`src/rtl/instruction_fetch_unit.sv`:
```
`default_nettype none
// ============================================================================
// Module      : instruction_fetch_unit
// Description : Fetch stage feeding the opcode decoder. One outstanding
//               req/gnt/rvalid fetch, instruction register, valid/ready to
//               decode, redirect with wrong-path discard.
//               Optional misaligned-redirect fault: IFU_MISALIGN_CHECK_EN
// Revision    : 1.0 - initial release
// ============================================================================
module instruction_fetch_unit #(
    parameter int                    DATA_WIDTH = 32,
    parameter logic [DATA_WIDTH-1:0] RESET_PC   = 32'h0040_0000
) (
    input  logic                  clk,
    input  logic                  reset,
    output logic                  imem_req_o,
    output logic [DATA_WIDTH-1:0] imem_addr_o,
    input  logic                  imem_gnt_i,
    input  logic                  imem_rvalid_i,
    input  logic [DATA_WIDTH-1:0] imem_rdata_i,
    input  logic                  redirect_i,
    input  logic [DATA_WIDTH-1:0] redirect_pc_i,
    output logic                  instr_valid_o,
    input  logic                  dec_ready_i,
    output logic [DATA_WIDTH-1:0] instr_o,
    output logic [6:0]            op_o,
    output logic [DATA_WIDTH-1:0] pc_o,
    output logic [DATA_WIDTH-1:0] pc_plus4_o
`ifdef IFU_MISALIGN_CHECK_EN
    ,
    output logic                  fetch_fault_o
`endif
);

    localparam logic [DATA_WIDTH-1:0] c_NOP    = DATA_WIDTH'(32'h0000_0013);
    localparam logic [DATA_WIDTH-1:0] c_PC_INC = DATA_WIDTH'(4);

    typedef enum logic [1:0] {
        S_REQ  = 2'd0,
        S_WAIT = 2'd1,
        S_HOLD = 2'd2
    } state_e;

    state_e                r_state_q,   r_state_d;
    logic [DATA_WIDTH-1:0] r_pc_q,      r_pc_d;
    logic                  r_discard_q, r_discard_d;
    logic [DATA_WIDTH-1:0] r_instr_q,   r_instr_d;
    logic [DATA_WIDTH-1:0] r_pc_out_q,  r_pc_out_d;
    logic                  w_fault;

`ifdef IFU_MISALIGN_CHECK_EN
    logic                  r_fault_q,   r_fault_d;
    logic                  w_misaligned;

    assign w_misaligned  = redirect_i && (redirect_pc_i[1:0] != 2'b00);
    assign w_fault       = r_fault_q;
    assign fetch_fault_o = r_fault_q;
`else
    assign w_fault       = 1'b0;
`endif

    always_comb begin
        r_state_d   = r_state_q;
        r_pc_d      = r_pc_q;
        r_discard_d = r_discard_q;
        r_instr_d   = r_instr_q;
        r_pc_out_d  = r_pc_out_q;

        case (r_state_q)
            S_REQ: begin
                if (imem_gnt_i) begin
                    r_state_d = S_WAIT;
                end
                if (redirect_i) begin
                    r_pc_d      = redirect_pc_i;
                    r_discard_d = imem_gnt_i;
                end
            end
            S_WAIT: begin
                if (imem_rvalid_i) begin
                    // A redirect coinciding with the response drops the word just like a pending discard
                    if (r_discard_q || redirect_i) begin
                        r_discard_d = 1'b0;
                        r_state_d   = S_REQ;
                    end else begin
                        r_instr_d  = imem_rdata_i;
                        r_pc_out_d = r_pc_q;
                        r_state_d  = S_HOLD;
                    end
                end else if (redirect_i) begin
                    r_discard_d = 1'b1;
                end
                if (redirect_i) begin
                    r_pc_d = redirect_pc_i;
                end
            end
            S_HOLD: begin
                if (redirect_i) begin
                    r_pc_d    = redirect_pc_i;
                    r_state_d = S_REQ;
                end else if (dec_ready_i) begin
                    r_pc_d    = r_pc_q + c_PC_INC;
                    r_state_d = S_REQ;
                end
            end
            default: begin
                r_state_d = S_REQ;
            end
        endcase

`ifdef IFU_MISALIGN_CHECK_EN
        r_fault_d = r_fault_q;
        if (r_fault_q || w_misaligned) begin
            r_fault_d   = 1'b1;
            r_state_d   = S_HOLD;
            r_pc_d      = r_pc_q;
            r_discard_d = 1'b0;
        end
`endif
    end

    always_ff @(posedge clk) begin
        if (reset) begin
            r_state_q   <= S_REQ;
            r_pc_q      <= RESET_PC;
            r_discard_q <= 1'b0;
            r_instr_q   <= c_NOP;
            r_pc_out_q  <= RESET_PC;
        end else begin
            r_state_q   <= r_state_d;
            r_pc_q      <= r_pc_d;
            r_discard_q <= r_discard_d;
            r_instr_q   <= r_instr_d;
            r_pc_out_q  <= r_pc_out_d;
        end
    end

`ifdef IFU_MISALIGN_CHECK_EN
    always_ff @(posedge clk) begin
        if (reset) begin
            r_fault_q <= 1'b0;
        end else begin
            r_fault_q <= r_fault_d;
        end
    end
`endif

    // Outputs are forced low while reset is sampled so nothing is issued in the reset cycle
    assign imem_req_o    = (r_state_q == S_REQ) && !reset;
    assign imem_addr_o   = r_pc_q;
    assign instr_valid_o = (r_state_q == S_HOLD) && !reset && !w_fault;
    assign instr_o       = r_instr_q;
    assign op_o          = r_instr_q[6:0];
    assign pc_o          = r_pc_out_q;
    assign pc_plus4_o    = r_pc_out_q + c_PC_INC;

endmodule
`default_nettype wire

```
`config.mk`:
```
export PLATFORM = sky130hd
export DESIGN_NAME = instruction_fetch_unit
export DESIGN_NICKNAME = d
export VERILOG_FILES = /design/src/rtl/instruction_fetch_unit.sv
export SDC_FILE = /design/constraint.sdc
export NUM_CORES = 1
export LEC_CHECK = 0
export ABC_AREA = 1
export CAP_MARGIN = 20
export CORE_MARGIN = 8
export CORE_UTILIZATION = 45
export DETAILED_ROUTE_END_ITERATION = 8
export PLACE_DENSITY = 0.84
export SYNTH_ARGS = -nofsm -noshare
export SYNTH_HDL_FRONTEND = slang
export SYNTH_SLANG_ARGS = --single-unit
```
`constraint.sdc`:
```
create_clock -name clk -period 2.15 [get_ports clk]
set_input_delay 0.3225 -clock clk [delete_from_list [all_inputs] [get_ports clk]]
set_output_delay 0.3225 -clock clk [all_outputs]
set_load 0.05 [all_outputs]
```
==> results list, run 1 <==
- STA classifies the critical path startpoint as a register.
- In this run the deepest clock path goes through 2 buffers.
- Max-Cap Viols: 0
- Layout net count: approximately 1200
* Routed WL: ~24 mm
* Count of standard-cell rows: 40
- Data on the critical path is required at its endpoint by around 1.8 ns.
* Global Route met3 Usage: 5.823%
* Gate count after technology mapping: 848
- Later-pin clock latency in the skew report: 0.34 ns
* Max-slew violation count: 0
- Setup repair after global routing could not meet its margin everywhere.
- The first global-routing pass estimated roughly 34 mm of wire.
* Summed instance area of the synthesized netlist: ~5500 µm²
- Leading post-synthesis cells by cell area: sky130_fd_sc_hd__dfxtp_1, sky130_fd_sc_hd__nand2_1, sky130_fd_sc_hd__nor2_1, sky130_fd_sc_hd__o21ai_0, sky130_fd_sc_hd__a21oi_1
* Setup TNS: -1.527 ns
- The number of antenna violations at the first check in global routing was 0.
* Post-DR wirelength/cell: 19.44 µm
- Clock slew at the register clock pins of the worst setup and hold paths: 0.07 ns
* CTS Root Cell: sky130_fd_sc_hd__clkbuf_16
* Cell type with the highest aggregate area in the netlist: sky130_fd_sc_hd__dfxtp_1
- Startpoint of the most critical register-to-register path: imem_addr_o[3]
- Drt initial violations: roughly 720
* Effective utilization at floorplan: 45.84%
- Along the worst hold path, the cell count comes to 2.
- Part of the cycle the worst path needs: 114.9%
* Number of synthesized register bits: 99
- The worst-case IR drop observed on VDD is ~360 µV.
- Worst Reg-to-Reg Cells: 10
* Most congested layer reported by global routing: met2
* Commonest cells post-synth: sky130_fd_sc_hd__nand2_1, sky130_fd_sc_hd__nor2_1, sky130_fd_sc_hd__dfxtp_1
* Fraction of synthesized cell area taken by the top area cell type: 36.15%
- Entering global routing, the biggest net connects 63 pins.
* Vertical extent of the die: 126.4 µm
- Area of the die: about 16000 µm²
- Highest net fanout along the worst path: 4
- The netlist uses 40 different library cells.
- The portion of synthesized area spent on multiplexers is 0%.
- Setup slack on the critical path of the routed design comes to -0.3195 ns.
* Detail-routed via count per cell: 5.596
- The routed design could run at a clock period as short as between 2 and 2.5 ns.
* Count of hold buffers inserted by post-cts repair: 0
- Most frequently used cell type in the post-synthesis netlist: sky130_fd_sc_hd__nand2_1
- Detail Placement HPWL: 15.24 mm
- In this run, CTS created clock tree buffers numbering 9.
* Core outline area: 11960 µm²
- In this run the critical register-to-register path is captured at imem_addr_o[22].
- Result of the run: finished, violations left
* Violations in the final reports: negative setup slack
- Placed Area: 8240 µm²
* Number of global-route vias before repair: 6442
- In this run the static leakage power is 3.794 nW.
- 0 antenna diodes ended up in the layout.
- The worst setup path is of the reg2out kind.
* Post-detailed-route DRC marker count: 0
* Setup violation total in the final timing report: 16
* Total via count in the routed design: between 6000 and 7000
- The synthesized netlist devotes 14.67% of its cell area to compound gates.
* Power per standard cell area: 539.7 nW/µm²
- Summing the areas of all fa, ha and maj instances in the mapped netlist gives less than 1% of the synthesized area.
- Worst slack at placement: between 0.02 and 0.025 ns
- Hold/Removal Path Class: reg2reg
- For this run, the leading register cell type out of synthesis is sky130_fd_sc_hd__dfxtp_1.
- Endpoint class of the critical path: output port
* Worst Hold Path EP: instr_o[30]
- Async SR Flop Fraction: 0%
* Minimum setup slack among reg-to-reg paths: 0.31 ns
- Total overflow reported by the global router: 0
- The H-tree was split into 3 levels.
- Warning count from the yosys run: 0
- Min-delay src: instr_o[30]
* Endpoint arrival time on the critical path: 2.15 ns
- The share of the Yosys chip area taken by registers is about 36%.
- For the final database, setup skew stands at approximately 0.0064 ns.
- From synthesis to final layout, the design area changed by 71.45%.
* Weighted congestion at the end of routability-driven global placement: 0.9639
- Measured slew at the worst slew-check pin: roughly 0.57 ns
- In this run, synthesis inferred 0 flip-flops with an integrated enable.
- Die extent in x: 126.4 µm
- Total power after layout: a little over 0.005 W
- Of the total synthesized cell area, the portion taken by AND, OR, NAND and NOR gates is 35.46%.
- Worst setup path start: pc_o[12]
- Total track usage: 26.15%
- Port buffering added 206 buffers.
* Fmax achieved: 404.9 MHz
- The final hold violation count came to 0.
- ANT nets after route: 0
- After routing the design area is 9400 µm².
- CTS tree: built
- The average instance in the mapped netlist occupies 6.466 µm².
* Net count after synthesis: 920
- Measured against its own limit, the worst slew margin works out to roughly three fifths.
* Length of the first detailed-routing pass in iterations: 5
- For met2 alone, demand over resource in global routing was 44.21%.
- In this run the count of I/O pins placed on the die edge is 207.
* Clk sink count: 99
- In the final layout, the share of cells above drive strength 1 is 24.18%.
- Post-synthesis share of cell area spent on xor and xnor gates: 4.473%
- For this run, global-route usage on met1 was measured as 30.24%.
- Dominant combinational cell family by area after synthesis: simple AND/OR/NAND/NOR gates
layout make-up:
cell class,instances,area (µm²)
Clock buffer,11,252.7
Clock inverter,5,82.58
Fill cell,751,2561
Inverter,66,254.0
Multi-Input combinational cell,640,3630
Sequential cell,99,2058
Tap cell,147,183.9
Timing Repair Buffer,279,2939
placed cells by master, fill, tap and decap left out, types with 19 or more instances in the layout:
| master | instances |
|---|---|
| sky130_fd_sc_hd__nand2_1 | 175 |
| sky130_fd_sc_hd__clkdlybuf4s50_1 | 173 |
| sky130_fd_sc_hd__nor2_1 | 147 |
| sky130_fd_sc_hd__o21ai_0 | 90 |
| sky130_fd_sc_hd__dfxtp_1 | 72 |
| sky130_fd_sc_hd__buf_4 | 67 |
| sky130_fd_sc_hd__a21oi_1 | 51 |
| sky130_fd_sc_hd__inv_1 | 50 |
| sky130_fd_sc_hd__nand3_1 | 35 |
| sky130_fd_sc_hd__buf_12 | 30 |
| sky130_fd_sc_hd__nand2_2 | 19 |
| sky130_fd_sc_hd__nor2_4 | 19 |
through the flow:
step	util (%)	hold slack, ns	std cells
final	78.59	0.4852	1247
after global routing	78.59	0.5086	1247
after CTS	74.90	0.4875	1228
after detailed placement	68.89	0.4685	1186
after global placement	68.89	0.4378	1186
after floorplan	-	0.4240	848
layer usage:
metal  vias up  routed length (µm)
li1       3203                   -
met5         -                   0
met4         0                1156
met3        91                2067
met2       436               11960
met1      3248                9056
critical path, stage by stage (launching register included):
cell	delay, ns
sky130_fd_sc_hd__dfxtp_4	0.40
sky130_fd_sc_hd__nand2_4	0.08
sky130_fd_sc_hd__nor2_4	0.13
sky130_fd_sc_hd__nand2_2	0.08
sky130_fd_sc_hd__nor3b_2	0.29
sky130_fd_sc_hd__nand4_1	0.37
sky130_fd_sc_hd__xnor2_4	0.28
sky130_fd_sc_hd__buf_12	0.16
flip-flops by register name, summed over array words and instances, names as in the netlist:
| signal | flops |
|---|---|
| imem_addr_o | 32 |
| pc_o | 32 |
| r_discard_q | 1 |
| instr_o | 32 |
| r_state_q | 2 |
worst max-delay path by stage:
stage / to / slack (ns) / cells past startpoint
2_1_floorplan: pc_plus4_o[22] / -0.03 / 8
3_3_place_gp: pc_plus4_o[22] / 0.07 / 9
3_5_place_dp: pc_plus4_o[22] / 0.02 / 9
4_1_cts: pc_plus4_o[24] / -0.11 / 9
5_1_grt: pc_plus4_o[27] / -0.36 / 7
6_report: pc_plus4_o[27] / -0.32 / 7
logic make-up (layout without fill, tap and decap cells):
group / Yosys count / after routing
AOI/OAI and AO/OA: 154 / 154
buffers and inverters: 109 / 361
DFF: 99 / 99
and+or+nand+nor: 456 / 456
adders and majority gates: 2 / 2
xor gates and xnor gates: 28 / 28
where the power goes:
group	internal (W)	switching (W)
Sequential	0.00191	0.000123
Clock	0.00109	0.000734
Combinational	0.000486	0.000734
Total	0.00348	0.00159
repair_timing:
action                                  4_1_cts  5_1_grt
pin swaps                                    20       42
endpoints found under the setup margin       14       19
setup buffers                                26       21
resized for setup                            48       80
Note: power is estimated with default switching activity, not from simulation.
==> run 2: changes to the inputs <==
CAP_MARGIN = 25   (was 20)
==> results of run 2 <==
Same layout as run 1: the final DEF is identical, and so are final timing and power.
